<file path="src/rtl/tri_edge_sequencer.sv">
// Triangle set-up sequencer: sorts vertices by Y and issues long/short edge jobs to the line engines.
// Optional macro DEGEN_CULL_EN: horizontal triangles are culled and reported on cull_pulse.
module tri_edge_sequencer #(
    parameter int unsigned X_W   = 8,
    parameter int unsigned Y_W   = 8,
    parameter int unsigned Z_W   = 8,
    parameter int unsigned CNT_W = 16
) (
    input  logic                   clk,
    input  logic                   rst,
    input  logic                   tri_valid,
    output logic                   tri_ready,
    input  logic [Z_W+Y_W+X_W-1:0] tri_p0,
    input  logic [Z_W+Y_W+X_W-1:0] tri_p1,
    input  logic [Z_W+Y_W+X_W-1:0] tri_p2,
    output logic                   job_valid,
    input  logic                   job_ready,
    output logic [Z_W+Y_W+X_W-1:0] job_long_a,
    output logic [Z_W+Y_W+X_W-1:0] job_long_b,
    output logic [Z_W+Y_W+X_W-1:0] job_short_a,
    output logic [Z_W+Y_W+X_W-1:0] job_short_b,
    output logic                   job_cont,
    output logic                   job_last,
    input  logic                   job_done,
    output logic                   busy,
    output logic [CNT_W-1:0]       tri_count
`ifdef DEGEN_CULL_EN
    ,
    output logic                   cull_pulse
`endif
);

    localparam int unsigned PT_W = Z_W + Y_W + X_W;

    typedef logic [PT_W-1:0] pt_t;

    typedef enum logic [2:0] {
        S_IDLE,
        S_SORT,
        S_ISSUE_TOP,
        S_WAIT_TOP,
        S_ISSUE_BOT,
        S_WAIT_BOT,
        S_DONE
    } state_e;

    state_e state_q, state_d;

    pt_t p0_q, p1_q, p2_q;
    pt_t t_q, m_q, b_q;
    logic two_job_q;
    logic [CNT_W-1:0] count_q;

    logic tri_ready_q, tri_ready_d;
    logic busy_q, busy_d;
    logic job_valid_q, job_valid_d;
    pt_t  job_la_q, job_la_d, job_lb_q, job_lb_d;
    pt_t  job_sa_q, job_sa_d, job_sb_q, job_sb_d;
    logic job_cont_q, job_cont_d;
    logic job_last_q, job_last_d;
`ifdef DEGEN_CULL_EN
    logic cull_pulse_q, cull_pulse_d;
    logic horiz_c;
`endif

    pt_t  srt_t_c, srt_m_c, srt_b_c, swap_c;
    logic two_job_c, flat_top_c, from_sort_c;
    pt_t  src_t_c, src_m_c, src_b_c;
    logic src_two_c;

    function automatic logic [Y_W-1:0] y_of(input pt_t p);
        return p[X_W +: Y_W];
    endfunction

    // Stable three-element bubble network on Y (strict compare keeps input order on ties)
    always_comb begin : sort_net
        swap_c  = '0;
        srt_t_c = p0_q;
        srt_m_c = p1_q;
        srt_b_c = p2_q;
        if (y_of(srt_t_c) > y_of(srt_m_c)) begin
            swap_c = srt_t_c; srt_t_c = srt_m_c; srt_m_c = swap_c;
        end
        if (y_of(srt_m_c) > y_of(srt_b_c)) begin
            swap_c = srt_m_c; srt_m_c = srt_b_c; srt_b_c = swap_c;
        end
        if (y_of(srt_t_c) > y_of(srt_m_c)) begin
            swap_c = srt_t_c; srt_t_c = srt_m_c; srt_m_c = swap_c;
        end
    end

    assign two_job_c  = (y_of(srt_t_c) < y_of(srt_m_c)) && (y_of(srt_m_c) < y_of(srt_b_c));
    assign flat_top_c = (y_of(srt_t_c) == y_of(srt_m_c)) && (y_of(srt_m_c) != y_of(srt_b_c));
`ifdef DEGEN_CULL_EN
    assign horiz_c    = (y_of(srt_t_c) == y_of(srt_b_c));
`endif

    // Leaving SORT the sorted vertices are not registered yet, so take them straight from the network
    assign from_sort_c = (state_q == S_SORT);
    assign src_t_c     = from_sort_c ? srt_t_c   : t_q;
    assign src_m_c     = from_sort_c ? srt_m_c   : m_q;
    assign src_b_c     = from_sort_c ? srt_b_c   : b_q;
    assign src_two_c   = from_sort_c ? two_job_c : two_job_q;

    always_ff @(posedge clk) begin : state_reg
        if (!rst) state_q <= S_IDLE;
        else      state_q <= state_d;
    end

    always_comb begin : next_state
        state_d = state_q;
        case (state_q)
            S_IDLE:      if (tri_valid) state_d = S_SORT;
            S_SORT: begin
`ifdef DEGEN_CULL_EN
                if (horiz_c)         state_d = S_DONE;
                else if (flat_top_c) state_d = S_ISSUE_BOT;
                else                 state_d = S_ISSUE_TOP;
`else
                if (flat_top_c) state_d = S_ISSUE_BOT;
                else            state_d = S_ISSUE_TOP;
`endif
            end
            S_ISSUE_TOP: if (job_ready) state_d = S_WAIT_TOP;
            S_WAIT_TOP:  if (job_done)  state_d = two_job_q ? S_ISSUE_BOT : S_DONE;
            S_ISSUE_BOT: if (job_ready) state_d = S_WAIT_BOT;
            S_WAIT_BOT:  if (job_done)  state_d = S_DONE;
            S_DONE:      state_d = S_IDLE;
            default:     state_d = S_IDLE;
        endcase
    end

    // Outputs are decoded from the next state and registered, so they track the state register
    always_comb begin : output_dec
        tri_ready_d = 1'b0;
        busy_d      = 1'b1;
        job_valid_d = 1'b0;
        job_la_d    = job_la_q;
        job_lb_d    = job_lb_q;
        job_sa_d    = job_sa_q;
        job_sb_d    = job_sb_q;
        job_cont_d  = job_cont_q;
        job_last_d  = job_last_q;
`ifdef DEGEN_CULL_EN
        cull_pulse_d = from_sort_c && (state_d == S_DONE);
`endif
        case (state_d)
            S_IDLE: begin
                tri_ready_d = 1'b1;
                busy_d      = 1'b0;
            end
            S_ISSUE_TOP: begin
                job_valid_d = 1'b1;
                job_la_d    = src_t_c;
                job_lb_d    = src_b_c;
                job_sa_d    = src_t_c;
                job_sb_d    = src_m_c;
                job_cont_d  = 1'b0;
                job_last_d  = !src_two_c;
            end
            S_ISSUE_BOT: begin
                job_valid_d = 1'b1;
                job_la_d    = src_t_c;
                job_lb_d    = src_b_c;
                job_sa_d    = src_m_c;
                job_sb_d    = src_b_c;
                job_cont_d  = src_two_c;
                job_last_d  = 1'b1;
            end
            default: ;
        endcase
    end

    always_ff @(posedge clk) begin : datapath
        if (!rst) begin
            p0_q        <= '0;
            p1_q        <= '0;
            p2_q        <= '0;
            t_q         <= '0;
            m_q         <= '0;
            b_q         <= '0;
            two_job_q   <= 1'b0;
            count_q     <= '0;
            tri_ready_q <= 1'b1;
            busy_q      <= 1'b0;
            job_valid_q <= 1'b0;
            job_la_q    <= '0;
            job_lb_q    <= '0;
            job_sa_q    <= '0;
            job_sb_q    <= '0;
            job_cont_q  <= 1'b0;
            job_last_q  <= 1'b0;
`ifdef DEGEN_CULL_EN
            cull_pulse_q <= 1'b0;
`endif
        end else begin
            if ((state_q == S_IDLE) && tri_valid) begin
                p0_q <= tri_p0;
                p1_q <= tri_p1;
                p2_q <= tri_p2;
            end
            if (from_sort_c) begin
                t_q       <= srt_t_c;
                m_q       <= srt_m_c;
                b_q       <= srt_b_c;
                two_job_q <= two_job_c;
            end
            if (state_q == S_DONE) count_q <= count_q + CNT_W'(1);
            tri_ready_q <= tri_ready_d;
            busy_q      <= busy_d;
            job_valid_q <= job_valid_d;
            job_la_q    <= job_la_d;
            job_lb_q    <= job_lb_d;
            job_sa_q    <= job_sa_d;
            job_sb_q    <= job_sb_d;
            job_cont_q  <= job_cont_d;
            job_last_q  <= job_last_d;
`ifdef DEGEN_CULL_EN
            cull_pulse_q <= cull_pulse_d;
`endif
        end
    end

    assign tri_ready   = tri_ready_q;
    assign busy        = busy_q;
    assign job_valid   = job_valid_q;
    assign job_long_a  = job_la_q;
    assign job_long_b  = job_lb_q;
    assign job_short_a = job_sa_q;
    assign job_short_b = job_sb_q;
    assign job_cont    = job_cont_q;
    assign job_last    = job_last_q;
    assign tri_count   = count_q;
`ifdef DEGEN_CULL_EN
    assign cull_pulse  = cull_pulse_q;
`endif

endmodule

</file>
<file path="config.mk">
export PLATFORM = sky130hd
export DESIGN_NAME = tri_edge_sequencer
export DESIGN_NICKNAME = d
export VERILOG_FILES = /design/src/rtl/tri_edge_sequencer.sv
export SDC_FILE = /design/constraint.sdc
export NUM_CORES = 1
export LEC_CHECK = 0
export ABC_AREA = 1
export BUFFER_PORTS_ARGS = -buffer_cell sky130_fd_sc_hd__buf_2
export CAP_MARGIN = 10
export CORE_MARGIN = 1
export CORE_UTILIZATION = 46
export CTS_BUF_LIST = sky130_fd_sc_hd__clkbuf_4
export CTS_CLUSTER_SIZE = 16
export DETAILED_ROUTE_END_ITERATION = 16
export PLACE_DENSITY = 0.67
export REMOVE_ABC_BUFFERS = 1
export SYNTH_ARGS = -nofsm -noshare
export SYNTH_HDL_FRONTEND = slang
export SYNTH_SLANG_ARGS = --single-unit
</file>
<file path="constraint.sdc">
create_clock -name clk -period 6.92 [get_ports clk]
set_input_delay 0.346 -clock clk [delete_from_list [all_inputs] [get_ports clk]]
set_output_delay 0.346 -clock clk [all_outputs]
set_load 0.02 [all_outputs]
</file>
==> results.cfg, run 1 <==
[run_status]
status = complete, no violations

[cells_and_area]
layout.area.seq_um2 = 5310
nets = 2019
multi_input_area_um2 = 5790
final_layout_size_suffix_gt1_frac = 0.195
n_fill_cell = 2415
syn2layout_area_growth_pct = 24.9
fin_area_um2 = 14900
fin_cells = 2291

[yosys]
ys_async_sr_fraction = 0
synth_ff_type = dfxtp_1
synth.distinct_cells = 50
yosysWarnings = 0
netlist_top_cells_area = dfxtp_1 (44%), nand2_1 (12%), o21ai_0 (8.8%)
synth.largest_area_cell = dfxtp_1
synth_area_um2 = 11900
syn-instance-count = 1646
seq_area_frac_synth = 0.444
yosysMostFrequentCell = nand2_1
netlist.area_leader.share = 0.444
netlist_top_cells_count = nand2_1 (381), dfxtp_1 (265), o21ai_0 (210)
syn_area_per_cell_um2 = 7.25
synth_edf_count = 0
ys_seq_elements = 265

[place]
dpl_cell_area_um2 = 13100
gp_congestion = 0.888
dp_hpwl_um = 22000
io_buffer_count = 193
placed_cells = 2087

[worst_setup_path]
worstRegToRegCells = 42
crit_path_start_kind = flip-flop
r2r-end = job_short_b[12]$_SDFFE_PN0P_
r2r_slack_ns = 0.62
crit_top_cell = nand2_1
critPathMaxFanout = 25
crit_type = reg -> reg
critPathSlowestCell = dfxtp_1
arrival_ns = 6.90
cp.required_ns = 7.52
r2r_start = p1_q[13]$_SDFFE_PN0P_
slowest_delay_ns = 0.34
worstSetupEndpointType = flip-flop

[grt]
antenna_found_initial = 2
grt_max_degree = 89
track_usage = 0.263
grt-ovfl-total = 0
grt_pass1_vias = 10870
grt_pass1_wl_um = 55400

[floorplan]
fp-row-count = 58
coreArea_um2 = 25300
die_area_um2 = 26600
initial_utilization = 0.471
die_width_um = 163
die_y_um = 163
ios = 194

[timing]
worst_pin_slew_ns = 0.863
hold_viol = 0
rsz0062_at_grt = no
finClkSkew_ns = 0.0403
fmax_mhz = 159
max_slew_margin = 0.424
report.final.slew_viol_count = 0
fin_crit_sh = 0.910
setup_viol = 0
final.min_clock_period_ns = 6.30

[clock_network]
clock_sinks = 265
cts_inserted_buffers = 73
ctsHtreeMaxLevel = 3
root_buffer = clkbuf_4
clkTransAtPathRegs_ns = 0.07
tritoncts = done
clock_latency_ns = 0.68
cts_max_path_buffers = 3

[routing]
wl_per_cell_um = 15.7
postRouteAntennaNets = 0
finalWirelength_um = 36000
dr.pass1.iters = 7
via_count = 11918
post_drt_via_cell_ratio = 5.20
drc = 0
drt-initial-drc-count = 860

[job]
max_cap_viol_count = 0

[min_path]
hold_start = tri_p2[15]
min_to = p2_q[15]$_SDFFE_PN0P_
hold_depth = 3
hp-class = in -> reg
## metrics by stage
stage | utilization | setup TNS (ns) | hold WS, ns | setup WS (ns)
finish | 0.589 | 0 | 0.0234 | 0.622
global route | 0.589 | 0 | 0.00950 | 0.0376
CTS | 0.581 | 0 | 0.000366 | 0.0603
detailed placement | 0.516 | -4.79 | 0.460 | -0.142
global placement | 0.516 | 0 | 0.443 | 0.0369
floorplan | - | -157.18 | 0.433 | -1.67
## cells by family (layout without fill, tap and decap cells)
| kind of cell | Yosys count | count (layout) | synth area share |
|---|---|---|---|
| mux | 3 | 3 | 0.00251 |
| other cells | 0 | 3 | 0 |
| fa+ha+maj | 32 | 32 | 0.0335 |
| compound gates | 465 | 465 | 0.220 |
| simple gates | 642 | 645 | 0.219 |
| flops | 265 | 265 | 0.444 |
| buf+inv | 239 | 548 | 0.0803 |
## worst max-delay path by stage
stage          cells past startpoint  slack [ns]             startpoint                            to
6_report                          42        0.62  p1_q[13]$_SDFFE_PN0P_  job_short_b[12]$_SDFFE_PN0P_
5_1_grt                           45        0.04  p1_q[13]$_SDFFE_PN0P_  job_short_b[12]$_SDFFE_PN0P_
4_1_cts                           42        0.06  p1_q[13]$_SDFFE_PN0P_  job_short_b[12]$_SDFFE_PN0P_
3_5_place_dp                      42       -0.14  p1_q[13]$_SDFFE_PN0P_   job_short_b[9]$_SDFFE_PN0P_
3_3_place_gp                      37        0.04  p1_q[13]$_SDFFE_PN0P_  job_short_b[15]$_SDFFE_PN0P_
2_1_floorplan                     41       -1.67  p1_q[15]$_SDFFE_PN0P_  job_short_a[12]$_SDFFE_PN0P_
## routing by layer
| metal | vias up | global-route usage | part of all wire |
|---|---|---|---|
| li1 | 6029 | - | - |
| met1 | 5443 | 0.344 | 0.45 |
| met2 | 399 | 0.437 | 0.46 |
| met3 | 47 | 0.0495 | 0.066 |
| met4 | 0 | 0.0811 | 0.018 |
| met5 | - | 0 | 0 |
## timing repair
action,in CTS,in global routing
hold endpoints to repair,73,0
gates resized for setup,5,30
setup buffers,0,3
gates cloned,1,4
setup endpoints to repair,50,100
hold buffers,70,0
pin swaps,0,5
## cells in the final DEF (no fill, tap or decap), drive strengths merged, types with 2 or more instances in the layout
cell / count
clkbuf: 108
a21oi: 151
bufinv: 2
dfxtp: 265
nor2: 189
o211ai: 40
o21ai: 220
nand2: 389
a31oi: 4
a311oi: 7
inv: 132
clkinv: 15
or2: 4
nand3: 40
a22o: 3
a22oi: 18
ha: 32
a21boi: 2
o21a: 4
buf: 220
mux2i: 3
and2: 3
o221ai: 2
a211oi: 3
and3: 2
nand4: 9
diode: 3
o22ai: 5
nor3: 8
dlygate4sd3: 70
## critical path: cells and delay by family (launching register included)
family | cells | cell delay [ns]
DFF | 1 | 0.34
AOI/OAI and AO/OA | 6 | 0.75
and+or+nand+nor | 23 | 2.78
adders and majority gates | 4 | 1.21
buffers and inverters | 9 | 1.15
## flip-flops by register name (all words and copies together), names as in the netlist
name / cells
p2_q: 24
p0_q: 24
job_long_a: 24
tri_ready: 1
job_valid: 1
busy: 1
job_short_b: 24
job_short_a: 24
t_q: 24
p1_q: 24
m_q: 24
job_last: 1
job_long_b: 24
tri_count: 16
two_job_q: 1
b_q: 24
job_cont: 1
state_q: 3
## final cells by class
class / instances / area share
Clock inverter: 17 / 0.00830
Clock buffer: 106 / 0.0533
Tap cell: 330 / 0.0277
Antenna cell: 3 / 0.000503
Inverter: 133 / 0.0343
Timing Repair Buffer: 292 / 0.132
Multi-Input combinational cell: 1145 / 0.388
Sequential cell: 265 / 0.356
Power of run 1 is left out: the tool's default activity adds up to more than one toggle a clock period on the data nets, which glitch-free logic cannot reach.
==> run 2, diff against run 1 <==
CELL_PAD_IN_SITES_DETAIL_PLACEMENT = 0   (was unset)
CELL_PAD_IN_SITES_GLOBAL_PLACEMENT = 1   (was unset)
CORE_UTILIZATION = 42   (was 46)
PLACE_DENSITY = unset   (was 0.67)
PLACE_DENSITY_LB_ADDON = 0.1   (was unset)
==> results.cfg, run 2 (same netlist as run 1, synthesis figures left out) <==
[run_status]
status = complete, no violations

[worst_setup_path]
arrival_ns = 6.84
critPathSlowestCell = dfxtp_1
worstSetupEndpointType = flip-flop
r2r_slack_ns = 0.61
cp.required_ns = 7.45
critPathMaxFanout = 25
endpoint = job_short_a[12]$_SDFFE_PN0P_
crit_type = reg -> reg
startpoint = p1_q[15]$_SDFFE_PN0P_
crit_top_cell = nand2_1
worstRegToRegCells = 42
r2r_start = p1_q[15]$_SDFFE_PN0P_
r2r-end = job_short_a[12]$_SDFFE_PN0P_
crit_path_start_kind = flip-flop
slowest_delay_ns = 0.33

[clock_network]
clock_latency_ns = 0.67
tritoncts = done
clkTransAtPathRegs_ns = 0.06
root_buffer = clkbuf_4
cts_inserted_buffers = 75
cts_max_path_buffers = 3
clock_sinks = 265
ctsHtreeMaxLevel = 3

[timing]
hold_viol = 0
final.min_clock_period_ns = 6.31
fin_ws_ns = 0.605
fmax_mhz = 158
max_slew_margin = 0.327
fin_crit_sh = 0.913
report.final.slew_viol_count = 0
worst_pin_slew_ns = 1.01
finClkSkew_ns = 0.0333
setup_viol = 0

[cells_and_area]
nets = 2029
syn2layout_area_growth_pct = 26.1
fin_cells = 2354
final_layout_size_suffix_gt1_frac = 0.202
n_fill_cell = 2802
fin_area_um2 = 15100
final_cell_mix = nand2_1 (380), dfxtp_1 (265), o21ai_0 (200), buf_2 (192), nor2_1 (179)
final_core_util = 0.540
final_common_cell = nand2_1

[grt]
grt_pass1_vias = 10833
grt-ovfl-total = 0
antenna_found_initial = 1
grt_pass1_wl_um = 56100
track_usage = 0.245
grt_max_degree = 86

[floorplan]
initial_utilization = 0.429
coreArea_um2 = 27900
fp-row-count = 61
ios = 194
die_y_um = 171
die_area_um2 = 29100
die_width_um = 171

[routing]
finalWirelength_um = 36100
drt-initial-drc-count = 652
wl_per_cell_um = 15.3
post_drt_via_cell_ratio = 5.01
via_count = 11804
drc = 0
postRouteAntennaNets = 0
dr.pass1.iters = 5

[place]
placed_cells = 2137
io_buffer_count = 193
gp_congestion = 0.882
dpl_cell_area_um2 = 13200
dp_hpwl_um = 23100
dp_slack_ns = -0.166

[min_path]
hold_depth = 3
hp-class = in -> reg

[job]
max_cap_viol_count = 0
[run 2: cell types whose count changed in the layout (fill, tap and decap cells not counted), sizes merged]
cell         delta
diode           -1
nor2            -1
buf            +11
dlygate4sd3     -2
clkbuf          +2
nand2           +1
clkinvlp        +2
clkinv          +5
inv             -1
bufinv          -1
[run 2: cell type report]
cell class / count / area (um2) / share of cell area
inverter: 133 / 517 / 0.0343
sequential: 265 / 5310 / 0.352
multi-input combinational: 1145 / 5800 / 0.385
antenna: 2 / 5.00 / 0.000332
clock buffer: 109 / 818 / 0.0544
tap: 378 / 473 / 0.0314
clock inverter: 22 / 114 / 0.00756
timing repair buffer: 300 / 2020 / 0.134
[run 2: metrics by stage]
step	TNS [ns]	hold WS [ns]
global placement	0	0.439
floorplan	-157.18	0.433
finish	0	0.0614
detailed placement	-5.41	0.442
CTS	0	0.00874
global route	-0.0263	0.0582
[run 2: per-layer routing]
metal  vias up  wire length, um  track usage
met3        46             2080       0.0500
met4         0              638       0.0811
li1       6038                -            -
met1      5404            17100        0.325
met2       316            16300        0.395
met5         -                0            0
[run 2: critical path: cells and delay by family (launching register included)]
kind            cells  cell delay, ns
compound gates      5            0.75
fa+ha+maj           4            1.18
buf+inv             7            0.93
flops               1            0.33
simple gates       26            2.99
[run 2: repair_timing]
item | in CTS | in global routing
endpoints found under the setup margin | 87 | 102
gates resized for setup | 4 | 34
pin swaps | 0 | 9
gates cloned | 0 | 4
hold endpoints to repair | 68 | 0
hold buffers | 68 | 0
buffers inserted | 0 | 12
[run 2: worst min path at each step]
stage | from | endpoint | slack [ns]
2_1_floorplan | p2_q[23]$_SDFFE_PN0P_ | p2_q[23]$_SDFFE_PN0P_ | 0.43
3_3_place_gp | job_cont$_SDFFE_PN0P_ | job_cont$_SDFFE_PN0P_ | 0.44
3_5_place_dp | job_long_a[23]$_SDFFE_PN0P_ | job_long_a[23]$_SDFFE_PN0P_ | 0.44
4_1_cts | tri_p2[10] | p2_q[10]$_SDFFE_PN0P_ | 0.009
5_1_grt | tri_p2[3] | p2_q[3]$_SDFFE_PN0P_ | 0.06
6_report | tri_p2[10] | p2_q[10]$_SDFFE_PN0P_ | 0.06
Power of run 2 is left out for the same reason.
==> run 3, diff against run 2 <==
MAX_ROUTING_LAYER = met4   (was unset)
==> results.cfg, run 3 (same netlist as run 1, synthesis figures left out) <==
[routing]
drt-initial-drc-count = 677
drc = 0
via_count = 11838
wl_per_cell_um = 15.4
finalWirelength_um = 36100
postRouteAntennaNets = 0
dr.pass1.iters = 5
post_drt_via_cell_ratio = 5.03

[cells_and_area]
final_layout_size_suffix_gt1_frac = 0.202
multi_input_area_um2 = 5800
final_cell_mix = nand2_1 (380), dfxtp_1 (265), o21ai_0 (200), buf_2 (192), nor2_1 (179)
syn2layout_area_growth_pct = 26.0
n_fill_cell = 2803
nets = 2029
final_common_cell = nand2_1
layout.area.seq_um2 = 5310

[grt]
grt-ovfl-total = 0
track_usage = 0.252
grt_pass1_vias = 10825
grt_max_degree = 86
antenna_found_initial = 1
grt_pass1_wl_um = 56100

[run_status]
status = complete, no violations

[floorplan]
die_width_um = 171
initial_utilization = 0.429
ios = 194
die_area_um2 = 29100
die_y_um = 171
fp-row-count = 61
coreArea_um2 = 27900

[worst_setup_path]
crit_path_start_kind = flip-flop
crit_top_cell = nand2_1
worstSetupEndpointType = flip-flop
cp.required_ns = 7.42
arrival_ns = 6.81
slowest_delay_ns = 0.47
crit_type = reg -> reg
critPathMaxFanout = 26
critPathSlowestCell = inv_2

[timing]
hold_viol = 0
worst_pin_slew_ns = 1.03
fin_crit_sh = 0.911
final.min_clock_period_ns = 6.31
fin_tns_setup_ns = 0
fmax_mhz = 159
report.final.slew_viol_count = 0
finClkSkew_ns = 0.0319
max_slew_margin = 0.312
setup_viol = 0

[place]
io_buffer_count = 193
gp_congestion = 0.897
dp_hpwl_um = 23100

[clock_network]
tritoncts = done
clock_latency_ns = 0.67
ctsHtreeMaxLevel = 3
cts_max_path_buffers = 3
cts_inserted_buffers = 75
root_buffer = clkbuf_4
clkTransAtPathRegs_ns = 0.06
clock_sinks = 265

[job]
max_cap_viol_count = 0

[min_path]
hp-class = in -> reg
-- run 3: cell types whose count changed in the layout (fill, tap and decap cells not counted) --
cell	previous run	this run
diode_2	2	1
-- run 3: routing by layer --
metal	share of wire	GRT usage
met5	0	-
met4	0.017	0.0811
met3	0.055	0.0474
met2	0.45	0.396
met1	0.47	0.326
-- run 3: final timing paths --
path | startpoint | end | slack [ns] | cells after the start
setup / recovery | p1_q[15]$_SDFFE_PN0P_ | job_short_a[3]$_SDFFE_PN0P_ | 0.61 | 40
hold / removal | tri_p1[3] | p1_q[3]$_SDFFE_PN0P_ | 0.06 | 3
setup reg to reg | p1_q[15]$_SDFFE_PN0P_ | job_short_a[3]$_SDFFE_PN0P_ | 0.61 | 40
hold reg to reg | job_long_a[23]$_SDFFE_PN0P_ | job_long_a[23]$_SDFFE_PN0P_ | 0.46 | 2
-- run 3: per-stage QoR --
| stage | utilization | area [um2] | hold slack (ns) | worst slack [ns] | std cells |
|---|---|---|---|---|---|
| global placement | 0.473 | 13200 | 0.439 | 0.0631 | 2137 |
| finish | 0.540 | 15100 | 0.0587 | 0.613 | 2353 |
| CTS | 0.531 | 14800 | 0.00874 | 0.0196 | 2336 |
| detailed placement | 0.473 | 13200 | 0.442 | -0.166 | 2137 |
| floorplan | - | 11500 | 0.433 | -1.67 | 1540 |
| global route | 0.540 | 15100 | 0.0582 | -0.0157 | 2353 |
-- run 3: timing repair --
action,4_1_cts,5_1_grt
hold buffers,68,0
pin swaps,0,9
hold endpoints to repair,68,0
endpoints found under the setup margin,87,102
setup buffers,0,12
gates resized for setup,4,34
cloned,0,4
-- run 3: final cells by class --
class	count	share of cell area
inverters	133	0.0343
repair buffers	300	0.134
clock buffers	109	0.0544
well taps	378	0.0314
multi-input cells	1145	0.385
clock inverters	22	0.00757
diodes	1	0.000166
flip-flops and latches	265	0.352
-- run 3: critical path, delay by kind of cell, from the launching register on --
kind	cells	cell delay (ns)
AO/OA/AOI/OAI	6	0.85
adder cells (fa/ha/maj)	4	1.17
buffers and inverters	6	0.97
flip-flops	1	0.33
AND/OR/NAND/NOR	24	2.81
Power of run 3 is left out for the same reason.
